### config.mk
export PLATFORM = sky130hd
export DESIGN_NAME = register_scoreboard
export DESIGN_NICKNAME = d
export VERILOG_FILES = /design/src/rtl/scoreboard_pkg.sv /design/src/rtl/sb_tag_cell.sv /design/src/rtl/register_scoreboard.sv
export SDC_FILE = /design/constraint.sdc
export NUM_CORES = 1
export LEC_CHECK = 0
export CAP_MARGIN = 20
export CORE_UTILIZATION = 40
export DETAILED_ROUTE_END_ITERATION = 8
export PLACE_DENSITY = 0.66
export SLEW_MARGIN = 5
export SYNTH_ARGS = -nofsm -noshare
export SYNTH_HDL_FRONTEND = slang
export SYNTH_SLANG_ARGS = --single-unit
### constraint.sdc
create_clock -name clk -period 1.93 [get_ports clk]
set_clock_uncertainty 0.15 [all_clocks]
set_input_delay 0.386 -clock clk [delete_from_list [all_inputs] [get_ports clk]]
set_output_delay 0.386 -clock clk [all_outputs]
set_load 0.02 [all_outputs]
### src/rtl/scoreboard_pkg.sv
// Shared types and tag constants for the register scoreboard and the forwarding unit.
package scoreboard_pkg;
  localparam int SB_NREGS = 8;
  localparam int TAG_W    = 3;

  typedef logic [TAG_W-1:0] tag_t;
  typedef logic [2:0]       reg_idx_t;

  typedef enum logic [1:0] {SB_RUN, SB_DRAIN, SB_HALTED} sb_state_e;

  // ALU results are forwardable from EX/MEM; load results are not yet.
  localparam tag_t ALU_TAG  = tag_t'(2);
  localparam tag_t LOAD_TAG = tag_t'(3);
endpackage

### src/rtl/sb_tag_cell.sv
// One register's writeback countdown tag: set on issue, otherwise decays to 0 per advance.
module sb_tag_cell
  import scoreboard_pkg::*;
(
  input  logic clk,
  input  logic rst_n,
  input  logic advance,
  input  logic set_en,
  input  tag_t set_val,
  output tag_t tag
);
  always_ff @(posedge clk or negedge rst_n) begin
    if (!rst_n)          tag <= '0;
    else if (advance) begin
      if (set_en)        tag <= set_val;
      else if (tag != 0) tag <= tag - tag_t'(1);
    end
  end

  a_tag_range: assert property (@(posedge clk) disable iff (!rst_n) tag <= LOAD_TAG);
endmodule

### src/rtl/register_scoreboard.sv
// ID-stage hazard tracker: per-register tags, load-use stall, issue gating and halt/drain FSM.
module register_scoreboard
  import scoreboard_pkg::*;
#(
  parameter int NREGS = SB_NREGS
) (
  input  logic                        clk,
  input  logic                        rst_n,
  input  logic                        pipe_advance_i,
  input  logic                        issue_valid_i,
  input  logic                        issue_we_i,
  input  logic                        issue_load_i,
  input  logic [2:0]                  issue_rd_i,
  input  logic [2:0]                  src_ra_i,
  input  logic [2:0]                  src_rb_i,
  input  logic                        use_ra_i,
  input  logic                        use_rb_i,
  input  logic                        flush_i,
  input  logic                        halt_req_i,
  input  logic                        resume_i,
  output logic [NREGS-1:0][TAG_W-1:0] register_invalid_o,
  output logic                        load_use_stall_o,
  output logic                        issue_accept_o,
  output logic                        busy_o,
  output logic                        halted_o
);
  tag_t [NREGS-1:0] tags;
  logic [NREGS-1:0] set_en;
  tag_t             set_val;
  sb_state_e        state, state_nxt;

  assign set_val = issue_load_i ? LOAD_TAG : ALU_TAG;

  for (genvar i = 0; i < NREGS; i++) begin : g_cell
    assign set_en[i] = issue_accept_o & issue_we_i & (issue_rd_i == reg_idx_t'(i));
    sb_tag_cell u_cell (
      .clk     (clk),
      .rst_n   (rst_n),
      .advance (pipe_advance_i),
      .set_en  (set_en[i]),
      .set_val (set_val),
      .tag     (tags[i])
    );
  end

  assign register_invalid_o = tags;
  assign busy_o             = |tags;

  // A load tag still at LOAD_TAG cannot be forwarded yet; one bubble lets it decay.
  assign load_use_stall_o = issue_valid_i &
                            ((use_ra_i & (tags[src_ra_i] == LOAD_TAG)) |
                             (use_rb_i & (tags[src_rb_i] == LOAD_TAG)));

  assign issue_accept_o = issue_valid_i & pipe_advance_i & ~flush_i &
                          ~load_use_stall_o & (state == SB_RUN);

  always_ff @(posedge clk or negedge rst_n) begin
    if (!rst_n) state <= SB_RUN;
    else        state <= state_nxt;
  end

  always_comb begin
    state_nxt = state;
    case (state)
      // Already idle on request: skip DRAIN and halt on the next edge.
      SB_RUN:    if (halt_req_i) state_nxt = busy_o ? SB_DRAIN : SB_HALTED;
      SB_DRAIN:  if (!halt_req_i)  state_nxt = SB_RUN;
                 else if (!busy_o) state_nxt = SB_HALTED;
      SB_HALTED: if (resume_i && !halt_req_i) state_nxt = SB_RUN;
      default:   state_nxt = SB_RUN;
    endcase
  end

  assign halted_o = (state == SB_HALTED);
endmodule

==> out/metrics.yaml <==
antenna_found_initial: 0
r2r_end: "g_cell[0].u_cell.tag[1]$_DFFE_PN0P_"
peakVddDrop_mv: 0.823
initial_core_util_pct: 41.4
core.rowCount: 26
internal_power_mw: 3.01
synth_fp_nets: 292
ys_ff_latch: 26
synthesis.area_um2: 2100
drtAntennaViolNets: 0
hp-class: "in -> async"
h-tree-depth: 1
cts_max_path_buffers: 2
wl_met3_um: 432
crit_start: "g_cell[6].u_cell.tag[2]$_DFFE_PN0P_"
synth-edff-count: 0
yosysSeqAreaShare_pct: 30.9
drc: 0
core_area_um2: 5070
dpl.hpwl_mm: 4.71
via_per_inst: 5.64
drive_gt1_share_pct: 36.8
m1WireLength_mm: 3.34
synth_ff_type: "dfrtp_1"
worstMarginPinSlew_ps: 373
grt_util_all_layers_pct: 27.9
critical_path_depth: 7
p_total_mw: 5.37
max_slew_margin_pct: 75.2
r2r_start: "g_cell[6].u_cell.tag[2]$_DFFE_PN0P_"
ys_types: 41
routedWlPerCell_um: 17.5
path_max_fanout: 2
hold_buffers: 0
synth.avg_cell_area_um2: 8.22
reg2regPathDepth: 9
clkTransAtPathRegs_ps: 110
syn_to_final_growth_pct: 70.0
clock-root-buffer: "clkbuf_8"
violations: "negative setup slack"
r2r_slack_ps: -410
critPathArrivalTime_ps: 1860
vias: 2492
wirelength_mm: 7.73
p_comb_share_pct: 73.3
worstPathCellList: "nand3b_1, o31ai_2, a211oi_2, o221ai_2, buf_4, nor2_4, buf_6"
grt-ovfl-total: 0
cts_tree: "yes"
critPathSlowestCell: "dfrtp_2"
synthCells: 256
crit_family: "compound AO/OA/AOI/OAI gates"
period_needed_ps: 2390
drt-initial-drc-count: 182
path_buf_inv: 2
dr_wl_met2_mm: 3.78
grt_pass1_vias: 2289
clk-insertion-delay-late_ps: 290
fin_setup_tns_ps: -9260
port-buffer-count: 47
cp-end-kind: "output pin"
p_leak_nw: 1.66
die_area_um2: 5550
p_seq_share_pct: 20.2
fin_cells: 442
cp.required_ps: 1390
synth_warnings: 0
firstDrtPassIters: 4
fmax_mhz: 418
crit_path_start_kind: "flip-flop"
sw_frac_of_total_pct: 43.9
setup_slack_ps: -462
async_flop_share_pct: 100
hold_viol_final: 0
gp_congestion: 0.958
io_pins: 48
numClockSinks: 26
nets: 409
finish.utilization_pct: 70.4
dieHeight_um: 74.5
slowest_delay_ps: 410
clockPowerShare_pct: 6.5
diodes: 0
rsz0062_at_grt: "yes"
fin_crit_sh_pct: 124
die_w_um: 74.5
power.switching_mw: 2.36
drv_cap: 0
dpl.cell_count: 421
powerDensity_nw_per_um2: 1500
worst_hold_slack_ps: 325
status: "finished, violations left"
setup-violations-final: 27
setup.worst_path.class: "reg -> out"
numCtsBuffers: 3
slew_violations: 0
grt_max_degree: 31
routed.top_layer: "met4"
grt_pass1_wl_mm: 11.4
==> cells by family after synthesis <==
group	count (synthesis)	share of synthesized area, %
and+or+nand+nor	106	28.8
buffers and inverters	41	8.15
AOI/OAI and AO/OA	67	22.6
DFF	26	30.9
adders and majority gates	16	9.52
==> metrics by stage <==
| step | setup WS, ps | area, um2 |
|---|---|---|
| final | -462 | 3570 |
| after detailed placement | -1080 | 3060 |
| after global routing | -526 | 3570 |
| after CTS | -429 | 3420 |
| after floorplan | -230 | 2130 |
| after global placement | -1070 | 3060 |
==> layer usage <==
layer  up-vias  global-route usage, %
met2        86                   45.3
met3        18                   4.74
li1       1174                      -
met5         -                      0
met1      1214                   37.0
met4         0                   10.9
==> synthesized netlist by cell type (4+ instances only) <==
cell	instances	share of area (%)
a21oi_1	5	1.2
and2_1	13	3.9
clkbuf_1	5	0.89
dfrtp_1	26	31
ha_1	16	9.5
inv_1	30	5.4
nand2_1	13	2.3
nand2b_1	10	3.0
nand3_1	5	1.2
nand3b_1	6	2.1
nand4b_1	4	1.7
nor2_1	20	3.6
nor2b_1	4	1.2
nor3_1	6	1.4
nor4_1	6	1.8
o211ai_1	18	6.4
o21ai_0	13	3.1
o22ai_1	11	3.3
or3_1	10	3.0
==> repair_timing <==
| action | CTS | global route |
|---|---|---|
| resized for setup | 86 | 31 |
| endpoints found under the setup margin | 38 | 37 |
| endpoints found under the hold margin | 0 | 0 |
| setup buffers | 7 | 11 |
| cloned | 3 | 0 |
| pin swaps | 14 | 13 |
==> state kept, by name, summed over array words and instances (netlist names) <==
register,cells
state,2
g_cell.u_cell.tag,24
==> cell usage in the layout, fill, tap and decap left out, types with 5 or more instances in the layout <==
cell,n
ha_1,13
buf_4,66
dfrtp_2,11
buf_6,8
nand2b_1,9
dfrtp_1,15
or3_1,9
a21oi_1,5
nand2_1,11
nor2_1,19
dlymetal6s2s_1,11
o21ai_1,10
nor4_2,5
dlygate4sd2_1,17
and2_1,11
o22ai_2,5
nand3b_1,6
o22ai_1,6
inv_1,25
clkdlybuf4s50_1,15
o211ai_1,18
==> layout make-up <==
| cell class | instances | area (um2) |
|---|---|---|
| multi-input cells | 189 | 1510 |
| flip-flops and latches | 26 | 664 |
| repair buffers | 122 | 1140 |
| inverters | 31 | 126 |
| clock buffers | 4 | 45.0 |
| fillers | 408 | 1500 |
| well taps | 70 | 87.6 |
==> how the worst max path moves through the flow <==
stage,endpoint
2_1_floorplan,load_use_stall_o
3_3_place_gp,issue_accept_o
3_5_place_dp,issue_accept_o
4_1_cts,issue_accept_o
5_1_grt,issue_accept_o
6_report,issue_accept_o
==> power groups by stage <==
| stage | combinational, mW | sequential [mW] | clock, mW |
|---|---|---|---|
| final | 3.94 | 1.09 | 0.349 |
| after global routing | 4.27 | 1.11 | 0.359 |
| after CTS | 3.71 | 1.06 | 0.345 |
| after detailed placement | 3.25 | 1.06 | 0 |
| after global placement | 3.21 | 1.05 | 0 |
| after floorplan | 1.31 | 1.41 | 0 |
Note: power is estimated with default switching activity, not from simulation.
